### config.mk
export PLATFORM = sky130hd
export DESIGN_NAME = pc_sequencer_flat
export DESIGN_NICKNAME = d
export VERILOG_FILES = /design/src/rtl/pc_sequencer_if.sv /design/src/rtl/pc_sequencer.sv /design/src/flat_wrapper.sv
export SDC_FILE = /design/constraint.sdc
export NUM_CORES = 1
export LEC_CHECK = 0
export CORE_MARGIN = 8
export CORE_UTILIZATION = 60
export CTS_BUF_LIST = sky130_fd_sc_hd__clkbuf_8
export DETAILED_ROUTE_END_ITERATION = 12
export DONT_BUFFER_PORTS = 1
export GPL_TIMING_DRIVEN = 0
export PLACE_DENSITY = 0.85
export SYNTH_ARGS = -nofsm -noshare
export SYNTH_HDL_FRONTEND = slang
export SYNTH_SLANG_ARGS = --single-unit
### constraint.sdc
create_clock -name CLK -period 4.6 [get_ports CLK]
set_clock_uncertainty 0.1 [all_clocks]
set_input_delay 1.38 -clock CLK [delete_from_list [all_inputs] [get_ports CLK]]
set_output_delay 1.38 -clock CLK [all_outputs]
set_load 0.01 [all_outputs]
### src/rtl/pc_sequencer_if.sv
// Control and address bundle between decode, the program sequencer and the
// instruction memory. Decode drives the strobes and reads back PC and status.
interface pc_sequencer_if #(
  parameter int IM_LENGTH  = 9,
  parameter int LOOP_CNT_W = 8
);
  logic                  ENABLE;
  logic                  BRANCH;
  logic                  CALL;
  logic                  RET;
  logic [IM_LENGTH-1:0]  BR_TARGET;
  logic                  LOOP_SET;
  logic [IM_LENGTH-1:0]  LOOP_END;
  logic [LOOP_CNT_W-1:0] LOOP_COUNT;
  logic [IM_LENGTH-1:0]  PC;
  logic                  LOOP_ACTIVE;
  logic                  STK_OVF;
  logic                  STK_UNF;

  modport master (
    output ENABLE, BRANCH, CALL, RET, BR_TARGET, LOOP_SET, LOOP_END, LOOP_COUNT,
    input  PC, LOOP_ACTIVE, STK_OVF, STK_UNF
  );

  modport slave (
    input  ENABLE, BRANCH, CALL, RET, BR_TARGET, LOOP_SET, LOOP_END, LOOP_COUNT,
    output PC, LOOP_ACTIVE, STK_OVF, STK_UNF
  );
endinterface

### src/rtl/pc_sequencer.sv
// Program sequencer: owns the PC and selects the next PC from return-stack
// pop, call, taken branch, hardware loop-back or plain increment.
module pc_sequencer #(
  parameter int IM_LENGTH   = 9,
  parameter int STACK_DEPTH = 4,
  parameter int STACK_PTR_W = 3,
  parameter int LOOP_CNT_W  = 8
) (
  input logic            CLK,
  input logic            RESET,
  pc_sequencer_if.slave  bus
);

  // Entry index width; a single-entry stack still needs a one-bit index.
  localparam int STK_IDX_W = (STACK_DEPTH > 1) ? $clog2(STACK_DEPTH) : 1;
  localparam logic [STACK_PTR_W-1:0] SP_FULL = STACK_PTR_W'(STACK_DEPTH);
  localparam logic [STACK_PTR_W-1:0] SP_ONE  = STACK_PTR_W'(1);
  localparam logic [LOOP_CNT_W-1:0]  CNT_ONE = LOOP_CNT_W'(1);

  logic [IM_LENGTH-1:0]   pc_reg, pc_next;
  logic [STACK_PTR_W-1:0] sp_reg, sp_next;
  logic                   loop_active_reg, loop_active_next;
  logic [LOOP_CNT_W-1:0]  loop_cnt_reg, loop_cnt_next;
  logic [IM_LENGTH-1:0]   loop_start_reg, loop_start_next;
  logic [IM_LENGTH-1:0]   loop_end_reg, loop_end_next;
  logic                   stk_ovf_reg, stk_ovf_next;
  logic                   stk_unf_reg, stk_unf_next;

  logic [IM_LENGTH-1:0]   pc_inc;
  logic                   push_en;
  logic [STK_IDX_W-1:0]   push_idx;
  logic [STK_IDX_W-1:0]   pop_idx;
  logic [IM_LENGTH-1:0]   stack_rd [STACK_DEPTH];

  // Wraps naturally modulo 2^IM_LENGTH.
  assign pc_inc   = pc_reg + IM_LENGTH'(1);
  assign push_idx = STK_IDX_W'(sp_reg);
  assign pop_idx  = STK_IDX_W'(sp_reg - SP_ONE);

  // Return stack: one register per entry, written only on a successful push.
  // Contents are not reset; an entry is only read after it has been pushed.
  for (genvar gi = 0; gi < STACK_DEPTH; gi++) begin : g_stack
    logic [IM_LENGTH-1:0] entry_reg;

    // Capture the return address when this entry is the push slot.
    always_ff @(posedge CLK) begin
      if (push_en && (push_idx == STK_IDX_W'(gi))) begin
        entry_reg <= pc_inc;
      end
    end

    assign stack_rd[gi] = entry_reg;
  end

  // Next-state selection: RET > CALL > BRANCH > loop-back > PC+1, with
  // LOOP_SET evaluated alongside and suppressing a loop-back in the same cycle.
  always_comb begin
    pc_next          = pc_reg;
    sp_next          = sp_reg;
    loop_active_next = loop_active_reg;
    loop_cnt_next    = loop_cnt_reg;
    loop_start_next  = loop_start_reg;
    loop_end_next    = loop_end_reg;
    stk_ovf_next     = stk_ovf_reg;
    stk_unf_next     = stk_unf_reg;
    push_en          = 1'b0;

    if (bus.ENABLE) begin
      pc_next = pc_inc;

      if (bus.RET) begin
        // A CALL arriving together with RET is silently dropped.
        if (sp_reg != '0) begin
          pc_next = stack_rd[pop_idx];
          sp_next = sp_reg - SP_ONE;
        end else begin
          stk_unf_next = 1'b1;
        end
      end else if (bus.CALL) begin
        // A call with a full stack is dropped and falls through to PC+1.
        if (sp_reg < SP_FULL) begin
          push_en = 1'b1;
          pc_next = bus.BR_TARGET;
          sp_next = sp_reg + SP_ONE;
        end else begin
          stk_ovf_next = 1'b1;
        end
      end else if (bus.BRANCH) begin
        pc_next = bus.BR_TARGET;
      end else if (loop_active_reg && (pc_reg == loop_end_reg) && !bus.LOOP_SET) begin
        if (loop_cnt_reg > CNT_ONE) begin
          pc_next       = loop_start_reg;
          loop_cnt_next = loop_cnt_reg - CNT_ONE;
        end else begin
          // Last pass through the body: fall out of the loop.
          loop_cnt_next    = '0;
          loop_active_next = 1'b0;
        end
      end

      if (bus.LOOP_SET) begin
        loop_start_next  = pc_inc;
        loop_end_next    = bus.LOOP_END;
        loop_cnt_next    = bus.LOOP_COUNT;
        loop_active_next = (bus.LOOP_COUNT != '0);
      end
    end
  end

  // State registers; reset overrides any strobe.
  always_ff @(posedge CLK) begin
    if (RESET) begin
      pc_reg          <= '0;
      sp_reg          <= '0;
      loop_active_reg <= 1'b0;
      loop_cnt_reg    <= '0;
      loop_start_reg  <= '0;
      loop_end_reg    <= '0;
      stk_ovf_reg     <= 1'b0;
      stk_unf_reg     <= 1'b0;
    end else begin
      pc_reg          <= pc_next;
      sp_reg          <= sp_next;
      loop_active_reg <= loop_active_next;
      loop_cnt_reg    <= loop_cnt_next;
      loop_start_reg  <= loop_start_next;
      loop_end_reg    <= loop_end_next;
      stk_ovf_reg     <= stk_ovf_next;
      stk_unf_reg     <= stk_unf_next;
    end
  end

  assign bus.PC          = pc_reg;
  assign bus.LOOP_ACTIVE = loop_active_reg;
  assign bus.STK_OVF     = stk_ovf_reg;
  assign bus.STK_UNF     = stk_unf_reg;

endmodule

### src/flat_wrapper.sv
// flat-port wrapper written by rule: the top's interface ports become plain ports
module pc_sequencer_flat 
#(
  parameter int IM_LENGTH   = 9,
  parameter int STACK_DEPTH = 4,
  parameter int STACK_PTR_W = 3,
  parameter int LOOP_CNT_W  = 8
)
  (CLK, RESET, bus_ENABLE, bus_BRANCH, bus_CALL, bus_RET, bus_BR_TARGET, bus_LOOP_SET, bus_LOOP_END, bus_LOOP_COUNT, bus_PC, bus_LOOP_ACTIVE, bus_STK_OVF, bus_STK_UNF);
  pc_sequencer_if #(.IM_LENGTH(IM_LENGTH), .LOOP_CNT_W(LOOP_CNT_W)) bus_i ();
  input logic CLK;
  input logic RESET;
  input wire logic [$bits(bus_i.ENABLE)-1:0] bus_ENABLE;
  input wire logic [$bits(bus_i.BRANCH)-1:0] bus_BRANCH;
  input wire logic [$bits(bus_i.CALL)-1:0] bus_CALL;
  input wire logic [$bits(bus_i.RET)-1:0] bus_RET;
  input wire logic [$bits(bus_i.BR_TARGET)-1:0] bus_BR_TARGET;
  input wire logic [$bits(bus_i.LOOP_SET)-1:0] bus_LOOP_SET;
  input wire logic [$bits(bus_i.LOOP_END)-1:0] bus_LOOP_END;
  input wire logic [$bits(bus_i.LOOP_COUNT)-1:0] bus_LOOP_COUNT;
  output wire logic [$bits(bus_i.PC)-1:0] bus_PC;
  output wire logic [$bits(bus_i.LOOP_ACTIVE)-1:0] bus_LOOP_ACTIVE;
  output wire logic [$bits(bus_i.STK_OVF)-1:0] bus_STK_OVF;
  output wire logic [$bits(bus_i.STK_UNF)-1:0] bus_STK_UNF;
  assign bus_i.ENABLE = bus_ENABLE;
  assign bus_i.BRANCH = bus_BRANCH;
  assign bus_i.CALL = bus_CALL;
  assign bus_i.RET = bus_RET;
  assign bus_i.BR_TARGET = bus_BR_TARGET;
  assign bus_i.LOOP_SET = bus_LOOP_SET;
  assign bus_i.LOOP_END = bus_LOOP_END;
  assign bus_i.LOOP_COUNT = bus_LOOP_COUNT;
  assign bus_PC = bus_i.PC;
  assign bus_LOOP_ACTIVE = bus_i.LOOP_ACTIVE;
  assign bus_STK_OVF = bus_i.STK_OVF;
  assign bus_STK_UNF = bus_i.STK_UNF;
  pc_sequencer #(.IM_LENGTH(IM_LENGTH), .STACK_DEPTH(STACK_DEPTH), .STACK_PTR_W(STACK_PTR_W), .LOOP_CNT_W(LOOP_CNT_W)) u_core (.CLK(CLK), .RESET(RESET), .bus(bus_i));
endmodule
# --- After elaboration in Yosys (flattened, before gate mapping) ---
# Index checks and enable logic that the tools add are counted.
totals:
  reg_bits: 77
  input_bits: 33
  output_inout_bits: 12
  word_cells: 81
op_classes:
  n_addsub: 4
  magnitude_cmp: 3
  eq_ne: 9
  muxes: 30
  bitwise_logic: 4
  reduce_logical: 19
op_table:
  columns: ["operator", "count"]
  rows:
  - ["2-to-1 mux 9 bit", 9]
  - ["2-to-1 mux 8 bit", 6]
  - ["binary-select mux 9 bit (select 2 bit)", 1]
  - ["2-to-1 mux 3 bit", 4]
  - ["2-to-1 mux 1 bit", 10]
  - ["adder 9 x 1 -> 9 bit, second input constant", 1]
  - ["== test 9 bit", 1]
  - ["> comparator 8 x 1 -> 1 bit, second input constant", 1]
  - ["inequality test 2 x 1 -> 1 bit, second input constant", 4]
  - ["AND reduction 4 bit", 2]
  - ["nonzero test 8 bit", 1]
  - ["subtractor 8 x 1 -> 8 bit, second input constant", 1]
  - ["logical AND 1 bit", 6]
  - ["AND reduction 6 bit", 1]
  - ["nonzero test 2 bit", 3]
  - ["AND reduction 5 bit", 1]
  - ["== test 2 bit, second input constant", 2]
  - ["adder 3 x 1 -> 3 bit, second input constant", 1]
  - [">= comparator 3 bit, second input constant", 1]
  - ["< comparator 3 bit, second input constant", 1]
  - ["NOT 1 bit", 3]
  - ["NOT 2 -> 3 bit", 1]
  - ["AND reduction 3 bit", 1]
  - ["nonzero test 3 bit", 1]
  - ["6 further kinds", 6]

# --- Longest topological paths before layout ---
# Gate-level depths: netlist of the first run.
logic_depth:
  ltp_word: 8
  depth_mapped: 10
  depth_no_buf: 8

# --- Worst setup path after synthesis of the first run ---
# OpenSTA, ideal clock, no wires.
synth_path:
  kind: "input to register"
  start: "input port bus_ENABLE"
  end: "register u_core.g_stack[0].entry_reg[0], enable pin"
  setup_ns: 0.338
  arrival_ns: 2.542
  required_ns: 4.162
  setup_slack_ns: 1.621
  stages: 4
  n_path_buf: 3
  cell_sequence: "clkbuf_1 > clkbuf_1 > clkbuf_1 > and3_1"
synth_via:
  elab_chain_len: 2
synth_lines:
  columns: ["item", "line_no", "rtl"]
  rows:
  - ["start, declared", "flat_wrapper.sv:13", "input wire logic [$bits(bus_i.ENABLE)-1:0] bus_ENABLE;"]
  - ["2-to-1 mux 1 bit", "pc_sequencer.sv:68", "if (bus.ENABLE) begin"]
  - ["logical AND 1 bit", "pc_sequencer.sv:47", "if (push_en && (push_idx == STK_IDX_W'(gi))) begin"]
  - ["end signal, assigned", "pc_sequencer.sv:48", "entry_reg <= pc_inc;"]
  - ["end, declared", "pc_sequencer.sv:43", "logic [IM_LENGTH-1:0] entry_reg;"]
# Every way passes these cells.
# A chain may end at the register's enable or synchronous reset.

# --- Worst setup path after layout of the first run ---
layout_path:
  start: "input port bus_ENABLE"
  end: "register u_core.g_stack[2].entry_reg[2], enable pin"
layout_via:
  elab_chain_len: 2
layout_lines:
  columns: ["item", "line_no"]
  rows:
  - ["2-to-1 mux 1 bit", "pc_sequencer.sv:68"]
  - ["logical AND 1 bit", "pc_sequencer.sv:47"]
  - ["end signal, assigned", "pc_sequencer.sv:48"]
  - ["end, declared", "pc_sequencer.sv:43"]
# Every way passes these cells.

==> run summary, run 1 <==
Status -> finished clean
PortBufs -> 0
Seq/Total Area, Yosys -> 47.5%
Maxcap violations -> 0
Die X-Extent -> 97.7 um
Layout cells sized above 1 -> 10.7%
Most frequent cells after synthesis -> nand2_1 (54), dfxtp_1 (41), edfxtp_1 (36), nor2_1 (34), a21oi_1 (29)
Fin util -> 67.0%
Leakage power total -> 1.47 nW
Antenna-violating nets left -> 0
Ys async rst share -> 0%
Worst setup EP type -> flip-flop
Critical Path RT -> 4500 ps
Critical Path Start Type -> primary input
Synth Register Bits -> 77
Die ar. -> 9540 sq um
Max reg flops -> 36
Number of core rows -> 29
Worst slew pin tran -> 740 ps
IO Count -> 45
Commonest register cell after synthesis -> dfxtp_1
Fmax -> 307 MHz
Tmin final -> 3260 ps
Inserted Clock Buffers -> 9
Crit share post-route -> 70.8%
Cells after Synth -> 395
Top-count cell post-synth -> nand2_1
P&R area growth vs syn -> 6.97%
Worst min path class -> reg2reg
Via count -> 3338
# setup viols final -> 0
All-Layer GR Usage -> 22.1%
Hold_buf cts -> 0
Fin. Hold Viols -> 0
Leading area contributor after synthesis -> edfxtp_1
Placed insts -> 472
Antenna fix cells -> 0
Syn nets -> 436
Vias in the first global route -> 3334
Number of DRC markers in iteration 0 -> 325
Synth unique cells -> 67
H-Tree Depth -> 3
Slew headroom -> 50.4%
Routed WL per cell -> 21.4 um
Placer Congestion -> 0.930
Syn_area_per_cell -> 10.1 sq um
Initial antenna violation count -> 0
Slew Limit Fails -> 0
Synthesized cell area -> 4000 sq um
Synth area leaders -> edfxtp_1 (27%), dfxtp_1 (21%), mux4_2 (5.1%)
WS Path Type -> in2reg
Critical path arrival -> 3160 ps
Nets@finish -> 447
Die H -> 97.7 um
DR pass1 iterations -> 5
First-pass GRT wire length -> 16.9 mm
CTS root buffer -> clkbuf_8
GRT overflow -> 0
DP HPWL -> 7.44 mm
Largest net degree at the start of global routing -> 16
Crit Path Max Fanout -> 10
TritonCTS clock tree -> done
Synth warnings -> 0
Final Non-Filler Cells -> 488
Core ar. -> 6390 sq um
EDFF count, synth -> 36
Total length of routed wires -> 10.5 mm
Mean number of vias per cell -> 6.84
Power density cells -> 364 nW/um^2
Post-CTS setup buffers -> 0
Clock Path Buffers -> 2
Sum of negative setup slack -> 0 ps
RSZ-0062 raised after global routing -> false
Sinks on Clock Net -> 77
Top-area cell type share of the netlist area -> 27.0%
Clk slew on worst S/H paths -> 80 ps
# DRC -> 0
Starting density of the core -> 62.7%
Clk_lat worst skew -> 370 ps
VDD IR max -> 0.000252 V
Post-CTS resize count -> 0
kinds of logic (layout without fill, tap and decap cells):
group | after synthesis | after routing | synth area share [%]
flops | 77 | 77 | 47.5
mux | 16 | 16 | 6.85
xor+xnor | 16 | 16 | 3.88
buf+inv | 36 | 52 | 3.75
fa+ha+maj | 8 | 8 | 2.50
simple gates | 147 | 147 | 18.9
compound gates | 95 | 95 | 16.6
per-stage QoR:
| step | hold slack (ps) | power (mW) | instance area, sq um | setup slack, ps |
|---|---|---|---|---|
| floorplan | 332 | 1.01 | 4000 | 1620 |
| global placement | 340 | 1.07 | 4100 | 1100 |
| detailed placement | 354 | 1.09 | 4100 | 1030 |
| CTS | 366 | 1.55 | 4280 | 1400 |
| global route | 396 | 1.61 | 4280 | 1250 |
| finish | 374 | 1.56 | 4280 | 1340 |
area by class of cell:
type | count | area (sq um)
Multi-Input combinational cell | 282 | 1950
Clock inverter | 7 | 58.8
Sequential cell | 77 | 1900
Buffer | 22 | 97.6
Inverter | 14 | 52.6
Tap cell | 77 | 96.3
Fill cell | 498 | 2110
Clock buffer | 9 | 124
worst paths after layout:
check                           start                              to  cells after the start  slack (ps)
min          u_core.loop_start_reg[1]        u_core.loop_start_reg[1]                      2         370
max                        bus_ENABLE  u_core.g_stack[2].entry_reg[2]                      4        1340
max reg2reg          u_core.sp_reg[0]                u_core.bus.PC[7]                      9        1870
min reg2reg  u_core.loop_start_reg[1]        u_core.loop_start_reg[1]                      2         370
where the power goes:
group / total, mW / switching (mW) / leakage (nW) / internal (mW)
Combinational: 0.297 / 0.183 / 0.710 / 0.113
Clock: 0.479 / 0.276 / 0.0917 / 0.203
Sequential: 0.783 / 0.0315 / 0.666 / 0.751
layout by cell type (no fill, tap or decap), types with 5 or more instances in the layout:
cell type,synthesis,final
nand2_1,54,54
dfxtp_1,41,41
edfxtp_1,36,36
nor2_1,34,34
a21oi_1,29,29
clkbuf_1,17,17
inv_1,13,13
mux4_2,9,9
clkbuf_8,0,9
nand3_1,8,8
xnor2_1,8,8
a211oi_1,8,8
ha_1,8,8
and2_1,7,7
xor2_1,6,6
o21ai_0,6,6
o31ai_1,6,6
mux2i_1,6,6
nor2b_1,5,5
a31oi_1,5,5
a22oi_1,5,5
nor3_1,5,5
a221oi_1,5,5
routing by layer:
layer,share of wire (%),vias to the layer above,GRT usage (%)
met5,0,-,0
met4,3.9,0,9.79
met3,11,43,7.75
met2,46,192,35.3
met1,39,1602,26.0
li1,-,1501,-
worst max-delay path, stage by stage:
cell	delay (ps)
clkbuf_1	390
clkbuf_1	410
clkbuf_1	390
and3_1	580
Note: power is estimated with default switching activity, not from simulation.
==> run 2: changes to the inputs <==
PLACE_DENSITY = 0.88   (was 0.85)
clock period = 2.9 ns   (was 4.6 ns; I/O delays follow)
==> run 2 against run 1 <==
Net effect:
- flip-flop and latch count is the same
- core utilization grew 0.65 points
- critical endpoint is now u_core.g_stack[0].entry_reg[3]
- total power grew 67%
- critical path type unchanged
- highest routed layer unchanged
- setup slack got worse by 1200 ps
- clock power grew 84%
- sequential share of layout area decreased by 0.42 points
- via count hardly changed
- combinational power is 60% higher
==> run summary, run 2 (synthesized netlist as in run 1, its figures left out) <==
Inserted Clock Buffers -> 9
Total length of routed wires -> 10.4 mm
Worst r2r src -> u_core.sp_reg[0]
All-Layer GR Usage -> 21.6%
Layout cells sized above 1 -> 10.7%
Logic pwr share -> 18.3%
WS Path Type -> in2reg
Sequential Power Share -> 47.8%
Critical Path RT -> 2790 ps
Mean number of vias per cell -> 6.84
Reg2reg end -> u_core.bus.PC[3]
Critical Path Start Type -> primary input
Worst setup EP type -> flip-flop
Clk slew on worst S/H paths -> 80 ps
# setup viols final -> 0
Clock Path Buffers -> 2
Sum of negative setup slack -> 0 ps
Reg2Reg Setup Slack -> 190 ps
Nets@finish -> 447
P&R area growth vs syn -> 8.00%
Antenna fix cells -> 0
Power density cells -> 602 nW/um^2
CTS root buffer -> clkbuf_8
Tmin final -> 2770 ps
Cell Int Power -> 1.85 mW
Placer Congestion -> 0.911
Fmax -> 362 MHz
Sinks on Clock Net -> 77
DP HPWL -> 7.51 mm
Hold path depth -> 2
Number of DRC markers in iteration 0 -> 396
# DRC -> 0
Status -> finished clean
Post-route cell area -> 4320 sq um
DR pass1 iterations -> 5
Die ar. -> 9540 sq um
Routed WL per cell -> 21.3 um
Starting density of the core -> 62.7%
H-Tree Depth -> 3
Worst min path class -> reg2reg
PortBufs -> 0
Design Power -> 2.60 mW
IO Count -> 45
Number of core rows -> 29
Initial antenna violation count -> 0
VDD IR max -> 0.000595 V
Maxcap violations -> 0
Antenna-violating nets left -> 0
Sw frac -> 28.7%
Clk_lat worst skew -> 350 ps
First-pass GRT wire length -> 16.6 mm
Fin. Hold Viols -> 0
Launch point of the worst path -> bus_ENABLE
Vias in the first global route -> 3230
Most common cell after layout, fill and taps aside -> nand2_1
Net switching power -> 0.746 mW
Placement Cell Area -> 4100 sq um
Core ar. -> 6390 sq um
Clock power frac -> 34.0%
Crit share post-route -> 95.4%
Max reg flops -> 36
Die X-Extent -> 97.7 um
Worst slew pin tran -> 722 ps
Slew headroom -> 51.6%
R2R cell count -> 9
Most frequent cells in the layout -> nand2_1 (54), dfxtp_1 (41), edfxtp_1 (36)
RSZ-0062 raised after global routing -> false
Via count -> 3337
TritonCTS clock tree -> done
Leakage power total -> 1.49 nW
Largest net degree at the start of global routing -> 14
Hold Worst Slack -> 365 ps
GRT overflow -> 0
Worst Hold Launch -> u_core.loop_start_reg[5]
Critical path arrival -> 2660 ps
Crit Path Max Fanout -> 10
Die H -> 97.7 um
Hold EP -> u_core.loop_start_reg[5]
Slew Limit Fails -> 0
Post-CTS setup buffers -> 0
==> run 2: repair_timing <==
| item | 4_1_cts | 5_1_grt |
|---|---|---|
| hold buffers | 0 | 0 |
| endpoints found under the setup margin | 0 | 5 |
| gates resized for setup | 0 | 4 |
==> run 2: final cells by class <==
class | count | area (sq um)
fillers | 466 | 2060
clock inverters | 7 | 91.3
multi-input cells | 282 | 1960
plain buffers | 22 | 97.6
well taps | 77 | 96.3
clock buffers | 9 | 124
flip-flops and latches | 77 | 1900
inverters | 14 | 52.6
==> run 2: routing by layer <==
metal / part of all wire (%) / track usage [%]
met1: 38 / 26.2
met4: 3.1 / 9.67
met5: 0 / 0
met2: 48 / 34.9
met3: 11 / 5.55
==> run 2: how the worst max path moves through the flow <==
stage | to | slack [ps] | cells after the start
6_report | u_core.g_stack[0].entry_reg[3] | 130 | 4
5_1_grt | u_core.bus.PC[6] | 3 | 9
4_1_cts | u_core.g_stack[1].entry_reg[5] | 200 | 4
3_5_place_dp | u_core.g_stack[1].entry_reg[3] | -160 | 4
3_3_place_gp | u_core.g_stack[3].entry_reg[3] | -80 | 4
2_1_floorplan | u_core.g_stack[0].entry_reg[0] | 430 | 4
==> run 2: power by group through the flow <==
stage	registers (mW)	clock network [mW]	logic [mW]
3_5_place_dp	1.27	0	0.455
5_1_grt	1.25	0.929	0.518
3_3_place_gp	1.26	0	0.436
4_1_cts	1.24	0.882	0.460
6_report	1.24	0.883	0.475
2_1_floorplan	1.25	0	0.358
==> run 2: critical path, stage by stage <==
cell	delay (ps)
clkbuf_1	410
clkbuf_1	400
clkbuf_1	410
and3_1	560
==> run 2: per-stage QoR <==
step	instances	setup WS, ps	utilization, %
CTS	488	195	67.5
global placement	472	-75.6	64.2
detailed placement	472	-159	64.2
floorplan	395	431	-
global route	488	2.57	67.7
finish	488	134	67.7
